### src/rtl/interrupt_controller.sv
`default_nettype none
// ============================================================================
// Module      : interrupt_controller
// Description : Two-line external interrupt front end. Synchronizes the lines,
//               detects rising edges, keeps per-line pending flags and hands
//               one prioritized request at a time to the exception controller.
// Revision    : 1.0 - initial release
// ============================================================================
module interrupt_controller #(
  parameter int SYNC_STAGES = 2   // legal range 2..4
) (
  input  logic       Clock,
  input  logic       SysReset,
  input  logic [1:0] IRQ_Ext,
  input  logic [1:0] IntMask,
  input  logic       IntAck,
  output logic       IRQ_Int,
  output logic       IID_Sync,
  output logic [1:0] Pending
);

  typedef enum logic [1:0] {
    ST_IDLE = 2'd0,
    ST_REQ  = 2'd1,
    ST_GAP  = 2'd2
  } state_t;

  state_t     r_state;
  state_t     w_stateNext;
  logic [1:0] w_syncOut;
  logic [1:0] r_prev;
  logic [1:0] w_rise;
  logic [1:0] r_pend;
  logic [1:0] w_clrMask;
  logic [1:0] w_pendNext;
  logic       w_ackTaken;
  logic       r_irq;
  logic       w_irqNext;
  logic       r_id;
  logic       w_idNext;

  // Per-line synchronizer chain; the last stage is the synchronized level.
  generate
    for (genvar gi = 0; gi < 2; gi++) begin : g_sync
      logic [SYNC_STAGES-1:0] r_chain;

      // Shift the raw line into the chain every cycle.
      always_ff @(posedge Clock or negedge SysReset) begin
        if (!SysReset) begin
          r_chain <= '0;
        end else begin
          r_chain <= {r_chain[SYNC_STAGES-2:0], IRQ_Ext[gi]};
        end
      end

      assign w_syncOut[gi] = r_chain[SYNC_STAGES-1];
    end
  endgenerate

  // Remember the previous synchronized level for edge detection.
  always_ff @(posedge Clock or negedge SysReset) begin
    if (!SysReset) begin
      r_prev <= 2'b00;
    end else begin
      r_prev <= w_syncOut;
    end
  end

  assign w_rise = w_syncOut & ~r_prev;

  // An ack only counts while a request is actually presented.
  assign w_ackTaken = IntAck && (r_state == ST_REQ);
  assign w_clrMask  = w_ackTaken ? (r_id ? 2'b10 : 2'b01) : 2'b00;
  // Set is applied after clear so a coincident rise keeps the bit pending.
  assign w_pendNext = (r_pend & ~w_clrMask) | (w_rise & IntMask);

  // Pending flags: masked rises set, accepted acks clear the serviced line.
  always_ff @(posedge Clock or negedge SysReset) begin
    if (!SysReset) begin
      r_pend <= 2'b00;
    end else begin
      r_pend <= w_pendNext;
    end
  end

  // Request sequencing: IDLE picks the highest pending line, REQ holds the
  // frozen ID until ack, GAP blanks the request for one cycle.
  always_comb begin
    w_stateNext = r_state;
    w_idNext    = r_id;
    case (r_state)
      ST_IDLE: begin
        if (r_pend != 2'b00) begin
          w_stateNext = ST_REQ;
          w_idNext    = r_pend[1];
        end
      end
      ST_REQ: begin
        if (IntAck) begin
          w_stateNext = ST_GAP;
        end
      end
      ST_GAP: begin
        w_stateNext = ST_IDLE;
      end
      default: begin
        w_stateNext = ST_IDLE;
      end
    endcase
    w_irqNext = (w_stateNext == ST_REQ);
  end

  // State register plus registered request and ID outputs.
  always_ff @(posedge Clock or negedge SysReset) begin
    if (!SysReset) begin
      r_state <= ST_IDLE;
      r_irq   <= 1'b0;
      r_id    <= 1'b0;
    end else begin
      r_state <= w_stateNext;
      r_irq   <= w_irqNext;
      r_id    <= w_idNext;
    end
  end

  assign IRQ_Int  = r_irq;
  assign IID_Sync = r_id;
  assign Pending  = r_pend;

endmodule
`default_nettype wire

### config.mk
export PLATFORM = sky130hd
export DESIGN_NAME = interrupt_controller
export DESIGN_NICKNAME = d
export VERILOG_FILES = /design/src/rtl/interrupt_controller.sv
export SDC_FILE = /design/constraint.sdc
export NUM_CORES = 1
export LEC_CHECK = 0
export ABC_AREA = 1
export ABC_CLOCK_PERIOD_IN_PS = 1940
export CAP_MARGIN = 25
export CORE_AREA = 2 2 39 41
export CTS_CLUSTER_DIAMETER = 200
export DETAILED_ROUTE_END_ITERATION = 16
export DIE_AREA = 0 0 41 43
export GPL_TIMING_DRIVEN = 0
export SYNTH_ARGS = -nofsm -noshare
export SYNTH_HDL_FRONTEND = slang
export SYNTH_SLANG_ARGS = --single-unit
### constraint.sdc
create_clock -name Clock -period 1.94 [get_ports Clock]
set_input_delay 0.388 -clock Clock [delete_from_list [all_inputs] [get_ports Clock]]
set_output_delay 0.388 -clock Clock [all_outputs]
set_load 0.02 [all_outputs]
==> results of run 1 <==
==> cell type report <==
type | instances | share of cell area, %
Sequential cell | 12 | 54.1
Inverter | 6 | 4.05
Timing Repair Buffer | 10 | 18.0
Multi-Input combinational cell | 17 | 16.2
Tap cell | 16 | 3.60
Clock buffer | 3 | 4.05
==> stage by stage <==
stage               cell area, um2  util (%)  hold WS (ns)  setup slack (ns)
floorplan                      413         -        0.0924              1.06
global placement               533      38.5         0.333             0.557
detailed placement             533      38.5         0.337             0.551
CTS                            556      40.1         0.352             0.248
global route                   556      40.1         0.365             0.179
finish                         556      40.1         0.348             0.273
==> power by group through the flow <==
stage | combinational (W) | sequential (W) | clock [W]
after floorplan | 0.000116 | 0.000416 | 0
after global placement | 0.000286 | 0.000368 | 0
after detailed placement | 0.000296 | 0.000372 | 0
after CTS | 0.000297 | 0.000367 | 0.000153
after global routing | 0.000329 | 0.000375 | 0.000168
final | 0.000294 | 0.000366 | 0.000141
==> routing by layer <==
layer	up-vias	wire, um	GRT usage, %	part of all wire (%)
met5	-	0	0	0
met3	0	61	4.71	9.4
met1	134	270	10.2	41
met4	0	0	10.0	0
met2	13	320	12.8	49
li1	137	-	-	-
==> synthesized netlist by cell type (all sizes together) <==
cell    instances  area, um2
nand3           1       10.0
nand4           3       18.8
dfrtp          12        300
o21ai           2       10.0
inv             6       22.5
nor2            1       3.75
nand2           8       32.5
nand3b          2       15.0
==> registers in the layout, indices dropped and copies added, names as in the netlist <==
signal / flops
IRQ_Int: 1
r_prev: 2
r_state: 2
g_sync.r_chain: 4
Pending: 2
IID_Sync: 1
==> kinds of logic after synthesis <==
logic type | synth area share (%)
AO/OA/AOI/OAI | 2.42
flip-flops | 72.7
buffers and inverters | 5.45
AND/OR/NAND/NOR | 19.4
==> worst max path at each step <==
stage / cells after the start / end
3_5_place_dp: 1 / IID_Sync
3_3_place_gp: 1 / Pending[1]
4_1_cts: 1 / IID_Sync
2_1_floorplan: 5 / IID_Sync
5_1_grt: 1 / IID_Sync
6_report: 1 / IID_Sync
==> impl_table.tex, run 1 <==
\begin{tabular}{lr}
\hline
Metric & Value \\
\hline
\multicolumn{2}{l}{\textbf{Placement}} \\
Buffers on Ports & 10 \\
Number of cells after detailed placement & between 60 and 70 \\
Routability cong. & 0.638 \\
\multicolumn{2}{l}{\textbf{Floorplan}} \\
Boundary pin count & 11 \\
Effective utilization at floorplan & 29.8\% \\
Core area & 1380 um2 \\
Width of the chip & 41 um \\
Row cnt & 14 \\
Die H & roughly 43 um \\
Die Outline Area & 1760 um2 \\
\multicolumn{2}{l}{\textbf{Logic synthesis}} \\
Gate count after technology mapping & 35 \\
Number of flip-flops and latches in the synthesized netlist & 12 \\
Net Count, Synth & 42 \\
Total number of yosys warnings & 0 \\
Summed instance area of the synthesized netlist & around 410 um2 \\
Share of synthesized area occupied by flip-flops and latches & 72.7\% \\
Syn\_area\_per\_cell & between 10 and 15 um2 \\
Cell variety after synth & 10 \\
\multicolumn{2}{l}{\textbf{CTS}} \\
Count of buffers added by post-CTS timing repair for setup & 0 \\
Number of H-tree levels & 1 \\
Cts bufs inserted & 3 \\
CTS tree & built \\
Clock transition at the registers of the reported paths & roughly 0.060 ns \\
Latest clock arrival within the worst-skew pair & 0.26 ns \\
Count of cells resized by post-cts repair & 0 \\
Number of buffers on the longest clock path & 2 \\
Number of clock sinks & 12 \\
Count of hold buffers inserted by post-cts repair & 0 \\
Root Buffer & sky130\_fd\_sc\_hd\_\_clkbuf\_4 \\
\multicolumn{2}{l}{\textbf{Power and ir drop}} \\
Part of the power in registers & 45.7\% \\
Sum of internal, switching and leakage power & 0.000800 W \\
Leakage power & between 0.2 and 0.3 nW \\
Net load switching power & between 0.0002 and 0.0003 W \\
Power per cell area & 1440 nW/um2 \\
P\_int & approximately 0.00052 W \\
Switching Share & 35.0\% \\
Clock power frac & 17.6\% \\
Combinational Power Share & 36.7\% \\
Max IR drop VDD & 0.000489 V \\
\multicolumn{2}{l}{\textbf{Drt}} \\
Number of DRC markers after the initial detailed-route iteration & 7 \\
Avg WL per Cell & 10.2 um \\
Total number of vias & 284 \\
Detailed-route DRC error count & 0 \\
1st-pass router iterations & 4 \\
Post-route antenna net violation count & 0 \\
Via count normalized by instance count & 4.44 \\
Final wirelength & approximately 650 um \\
\multicolumn{2}{l}{\textbf{Timing}} \\
Final-report hold violation count & 0 \\
Slew Limit Headroom & 64.6\% \\
Max frequency & between 600 and 700 MHz \\
Worst slew pin tran & 0.529 ns \\
Share of the clock period used by the worst path after layout & 85.9\% \\
Clock period minus worst slack & 1.67 ns \\
Count of endpoints failing setup in the final report & 0 \\
Worst Skew & 0.00201 ns \\
Setup repair after global routing missed its margin & false \\
Sum of negative setup slack & 0 ns \\
Slew Limit Fails & 0 \\
\multicolumn{2}{l}{\textbf{Status}} \\
Outcome & complete, no violations \\
\multicolumn{2}{l}{\textbf{Finish}} \\
Area of the multi-input gates & between 90 and 100 um2 \\
Most frequent cells in the layout & sky130\_fd\_sc\_hd\_\_dfrtp\_1 (12), sky130\_fd\_sc\_hd\_\_clkdlybuf4s50\_1 (10), sky130\_fd\_sc\_hd\_\_nand2\_1 (7) \\
Register cell area after layout & 300 um2 \\
Antenna Cells & 0 \\
Share of post-route cells with drive strength above 1 & 14.6\% \\
Number of standard cells in the layout, taps in and fillers out & 64 \\
Leading cell type in the layout, fill and taps excluded & sky130\_fd\_sc\_hd\_\_dfrtp\_1 \\
Fillers & 147 \\
NumNets Final & 57 \\
Layout overhead on the synthesized area & 34.5\% \\
\multicolumn{2}{l}{\textbf{Worst setup path}} \\
Reg2reg path depth & 5 \\
CP Max Fanout & 4 \\
Crit path cell chain & clkdlybuf4s50\_1 \\
Count of buffering cells on the critical path with inverters included & 1 \\
Launching instance or port of the critical path & IID\_Sync \\
Category of the worst setup path capture point & primary output \\
Maximum cell stage delay along the critical path & 0.62 ns \\
Gate family responsible for the most delay along the worst path & buffers and inverters \\
Slowest CP cell & sky130\_fd\_sc\_hd\_\_clkdlybuf4s50\_1 \\
Worst path required time & between 1.5 and 2 ns \\
Critical path class & flop to primary output \\
Reg2reg end & IID\_Sync \\
Crit path DAT & 1.28 ns \\
Reg-to-Reg Start & Pending[1] \\
Register-to-register path setup slack & 1.11 ns \\
Critical Path Start Type & flop \\
\multicolumn{2}{l}{\textbf{Global route}} \\
Vias in the first global route & 242 \\
First-pass GRT wire length & roughly 990 um \\
GRT overflow & 0 \\
GRT Overall Usage & 9.69\% \\
Largest net degree at the start of global routing & 13 \\
Number of antenna violations at the first check in global routing & 0 \\
\multicolumn{2}{l}{\textbf{Min path}} \\
Type of the worst min-delay path & flop to flop \\
Hold Path Cell Cnt & 0 \\
HP Start & g\_sync[0].r\_chain[0] \\
Worst Hold End & g\_sync[0].r\_chain[1] \\
\multicolumn{2}{l}{\textbf{Job}} \\
Max-cap viol count & 0 \\
\hline
\end{tabular}
Power figures use the tool's default switching activity.
==> inputs of run 2 (changes only) <==
--- a/config.mk
+++ b/config.mk
@@ -13,6 +13,7 @@
 export DETAILED_ROUTE_END_ITERATION = 16
 export DIE_AREA = 0 0 41 43
 export GPL_TIMING_DRIVEN = 0
+export SETUP_SLACK_MARGIN = 0.3
 export SYNTH_ARGS = -nofsm -noshare
 export SYNTH_HDL_FRONTEND = slang
 export SYNTH_SLANG_ARGS = --single-unit
==> run 2 against run 1 <==
  * Die area stayed put
  * Largest power group unchanged
  * Non-clock buffer count stayed put
  * Clock-buffer cell count stayed put
  * Via count is 1.8% lower
  * First-iteration DRC count stayed put
==> impl_table.tex, run 2 (synthesis gave the netlist of run 1 again) <==
\begin{tabular}{lr}
\hline
Metric & Value \\
\hline
\multicolumn{2}{l}{\textbf{CTS}} \\
Cts bufs inserted & 3 (unchanged) \\
Number of H-tree levels & 1 (unchanged) \\
Count of cells resized by post-cts repair & 3 (+3) \\
Count of hold buffers inserted by post-cts repair & 0 (unchanged) \\
CTS tree & built \\
Clock transition at the registers of the reported paths & 0.06 ns (about the same) \\
Count of buffers added by post-CTS timing repair for setup & 0 (unchanged) \\
Number of clock sinks & 12 (unchanged) \\
Root Buffer & sky130\_fd\_sc\_hd\_\_clkbuf\_4 \\
Latest clock arrival within the worst-skew pair & 0.26 ns (about the same) \\
Number of buffers on the longest clock path & 2 (unchanged) \\
\multicolumn{2}{l}{\textbf{Global route}} \\
GRT Overall Usage & 9.69\% (unchanged) \\
Largest net degree at the start of global routing & 13 (unchanged) \\
GRT overflow & 0 (unchanged) \\
Number of antenna violations at the first check in global routing & 0 (unchanged) \\
First-pass GRT wire length & 993 um (unchanged) \\
Vias in the first global route & 242 (unchanged) \\
\multicolumn{2}{l}{\textbf{Timing}} \\
Sum of negative setup slack & 0 ns (unchanged) \\
Count of endpoints failing setup in the final report & 0 (unchanged) \\
Share of the clock period used by the worst path after layout & 80.2\% (-5.7 points) \\
Setup repair after global routing missed its margin & false \\
Worst Skew & 0.00201 ns (unchanged) \\
Slew Limit Headroom & 64.6\% (unchanged) \\
Clock period minus worst slack & 1.56 ns (-0.111 ns) \\
Slew Limit Fails & 0 (unchanged) \\
Max frequency & 643 MHz (+7.1\%) \\
Final-report hold violation count & 0 (unchanged) \\
Worst slew pin tran & 0.529 ns (unchanged) \\
\multicolumn{2}{l}{\textbf{Worst setup path}} \\
WP depth & 1 (unchanged) \\
Category of the worst setup path capture point & primary output \\
CP Max Fanout & 1 (-3) \\
Reg2reg path depth & 5 (unchanged) \\
Register-to-register path setup slack & 1.11 ns (about the same) \\
Crit path DAT & 1.17 ns (-0.11 ns) \\
Slowest CP cell & sky130\_fd\_sc\_hd\_\_clkdlybuf4s50\_1 \\
Worst path required time & 1.55 ns (about the same) \\
Reg-to-Reg Start & Pending[1] \\
Critical Path Start Type & flop \\
Maximum cell stage delay along the critical path & 0.59 ns (-0.03 ns) \\
Crit path cell chain & clkdlybuf4s50\_1 \\
Gate family responsible for the most delay along the worst path & buffers and inverters \\
Count of buffering cells on the critical path with inverters included & 1 (unchanged) \\
Reg2reg end & IID\_Sync \\
Critical path class & flop to primary output \\
\multicolumn{2}{l}{\textbf{Power and ir drop}} \\
Max IR drop VDD & 0.000487 V (-0.43\%) \\
Sum of internal, switching and leakage power & 0.000777 W (-2.9\%) \\
Power per cell area & 1410 nW/um2 (-2.3\%) \\
Leakage power & 0.269 nW (+1.3\%) \\
\multicolumn{2}{l}{\textbf{Drt}} \\
Detailed-route DRC error count & 0 (unchanged) \\
Post-route antenna net violation count & 0 (unchanged) \\
1st-pass router iterations & 4 (unchanged) \\
Avg WL per Cell & 10.2 um (+0.15\%) \\
Total number of vias & 279 (-1.8\%) \\
Routed wire length on met2 & 318 um (-0.63\%) \\
Number of DRC markers after the initial detailed-route iteration & 7 (unchanged) \\
Via count normalized by instance count & 4.36 (-1.8\%) \\
Wire length on met1 & 278 um (+3.0\%) \\
Final wirelength & 653 um (+0.15\%) \\
Highest layer used for signal routing & met3 \\
Met3 WL & 56 um (-8.2\%) \\
\multicolumn{2}{l}{\textbf{Finish}} \\
Most frequent cells in the layout & sky130\_fd\_sc\_hd\_\_dfrtp\_1 (12), sky130\_fd\_sc\_hd\_\_nand2\_1 (7), sky130\_fd\_sc\_hd\_\_clkdlybuf4s50\_1 (7) \\
Fillers & 146 (-0.68\%) \\
Number of standard cells in the layout, taps in and fillers out & 64 (unchanged) \\
Final Core Density & 39.9\% (-0.27 points) \\
Max FFs per register & 4 (unchanged) \\
Layout overhead on the synthesized area & 33.6\% \\
NumNets Final & 57 (unchanged) \\
Reg with most FFs & g\_sync.r\_chain \\
Leading cell type in the layout, fill and taps excluded & sky130\_fd\_sc\_hd\_\_dfrtp\_1 \\
Antenna Cells & 0 (unchanged) \\
Design area & 552 um2 (-0.68\%) \\
Share of post-route cells with drive strength above 1 & 14.6\% (unchanged) \\
\multicolumn{2}{l}{\textbf{Floorplan}} \\
Row cnt & 14 (unchanged) \\
Width of the chip & 41 um (unchanged) \\
Die H & 43 um (unchanged) \\
Effective utilization at floorplan & 29.8\% (unchanged) \\
Boundary pin count & 11 (unchanged) \\
Die Outline Area & 1760 um2 (unchanged) \\
Core area & 1380 um2 (unchanged) \\
\multicolumn{2}{l}{\textbf{Job}} \\
Max-cap viol count & 0 (unchanged) \\
\multicolumn{2}{l}{\textbf{Placement}} \\
Buffers on Ports & 10 (unchanged) \\
Placed Instance Area & 533 um2 (unchanged) \\
Routability cong. & 0.638 (unchanged) \\
Number of cells after detailed placement & 61 (unchanged) \\
\multicolumn{2}{l}{\textbf{Min path}} \\
Worst Hold End & g\_sync[0].r\_chain[1] \\
HP Start & g\_sync[0].r\_chain[0] \\
Type of the worst min-delay path & flop to flop \\
Hold Path Cell Cnt & 0 (unchanged) \\
\multicolumn{2}{l}{\textbf{Status}} \\
Outcome & complete, no violations \\
\hline
\end{tabular}
[run 2: cell types whose count changed in the layout (fill, tap and decap cells not counted), sizes merged]
cell,change
dlygate4sd2,+3
clkdlybuf4s50,-3
[run 2: final cells by class]
cell class              count  area, um2  share of cell area (%)
inverters                   6       22.5                    4.08
multi-input cells          17       90.1                    16.3
flip-flops and latches     12        300                    54.4
repair buffers             10       96.3                    17.5
well taps                  16       20.0                    3.63
clock buffers               3       22.5                    4.08
[run 2: worst reg2reg max path: stages, from the launching register on]
cell	delay, ns
sky130_fd_sc_hd__dfrtp_1	0.39
sky130_fd_sc_hd__inv_1	0.06
sky130_fd_sc_hd__nand2_2	0.07
sky130_fd_sc_hd__nand3_2	0.08
sky130_fd_sc_hd__nand2_1	0.06
sky130_fd_sc_hd__nand2_1	0.06
[run 2: stage by stage]
step | hold slack (ns) | worst slack [ns]
6_report | 0.348 | 0.384
3_3_place_gp | 0.333 | 0.557
4_1_cts | 0.352 | 0.364
5_1_grt | 0.365 | 0.327
3_5_place_dp | 0.337 | 0.551
2_1_floorplan | 0.0924 | 1.06
[run 2: worst max path at each step]
stage	start	to	slack, ns
3_3_place_gp	Pending[1]	Pending[1]	0.56
6_report	IRQ_Int	IRQ_Int	0.38
2_1_floorplan	Pending[1]	IID_Sync	1.06
3_5_place_dp	IID_Sync	IID_Sync	0.55
5_1_grt	IRQ_Int	IRQ_Int	0.33
4_1_cts	IRQ_Int	IRQ_Int	0.36
[run 2: layer usage]
layer	GRT usage [%]	up-vias
li1	-	137
met1	10.2	133
met2	12.8	9
met3	4.71	0
met4	10.0	0
met5	0	-
[run 2: report_power, final]
part           total (W)  switching [W]  leakage (nW)  internal, W
Combinational   0.000271       0.000161         0.114     0.000110
Clock           0.000141      0.0000693        0.0138    0.0000716
Sequential      0.000365      0.0000482         0.141     0.000317
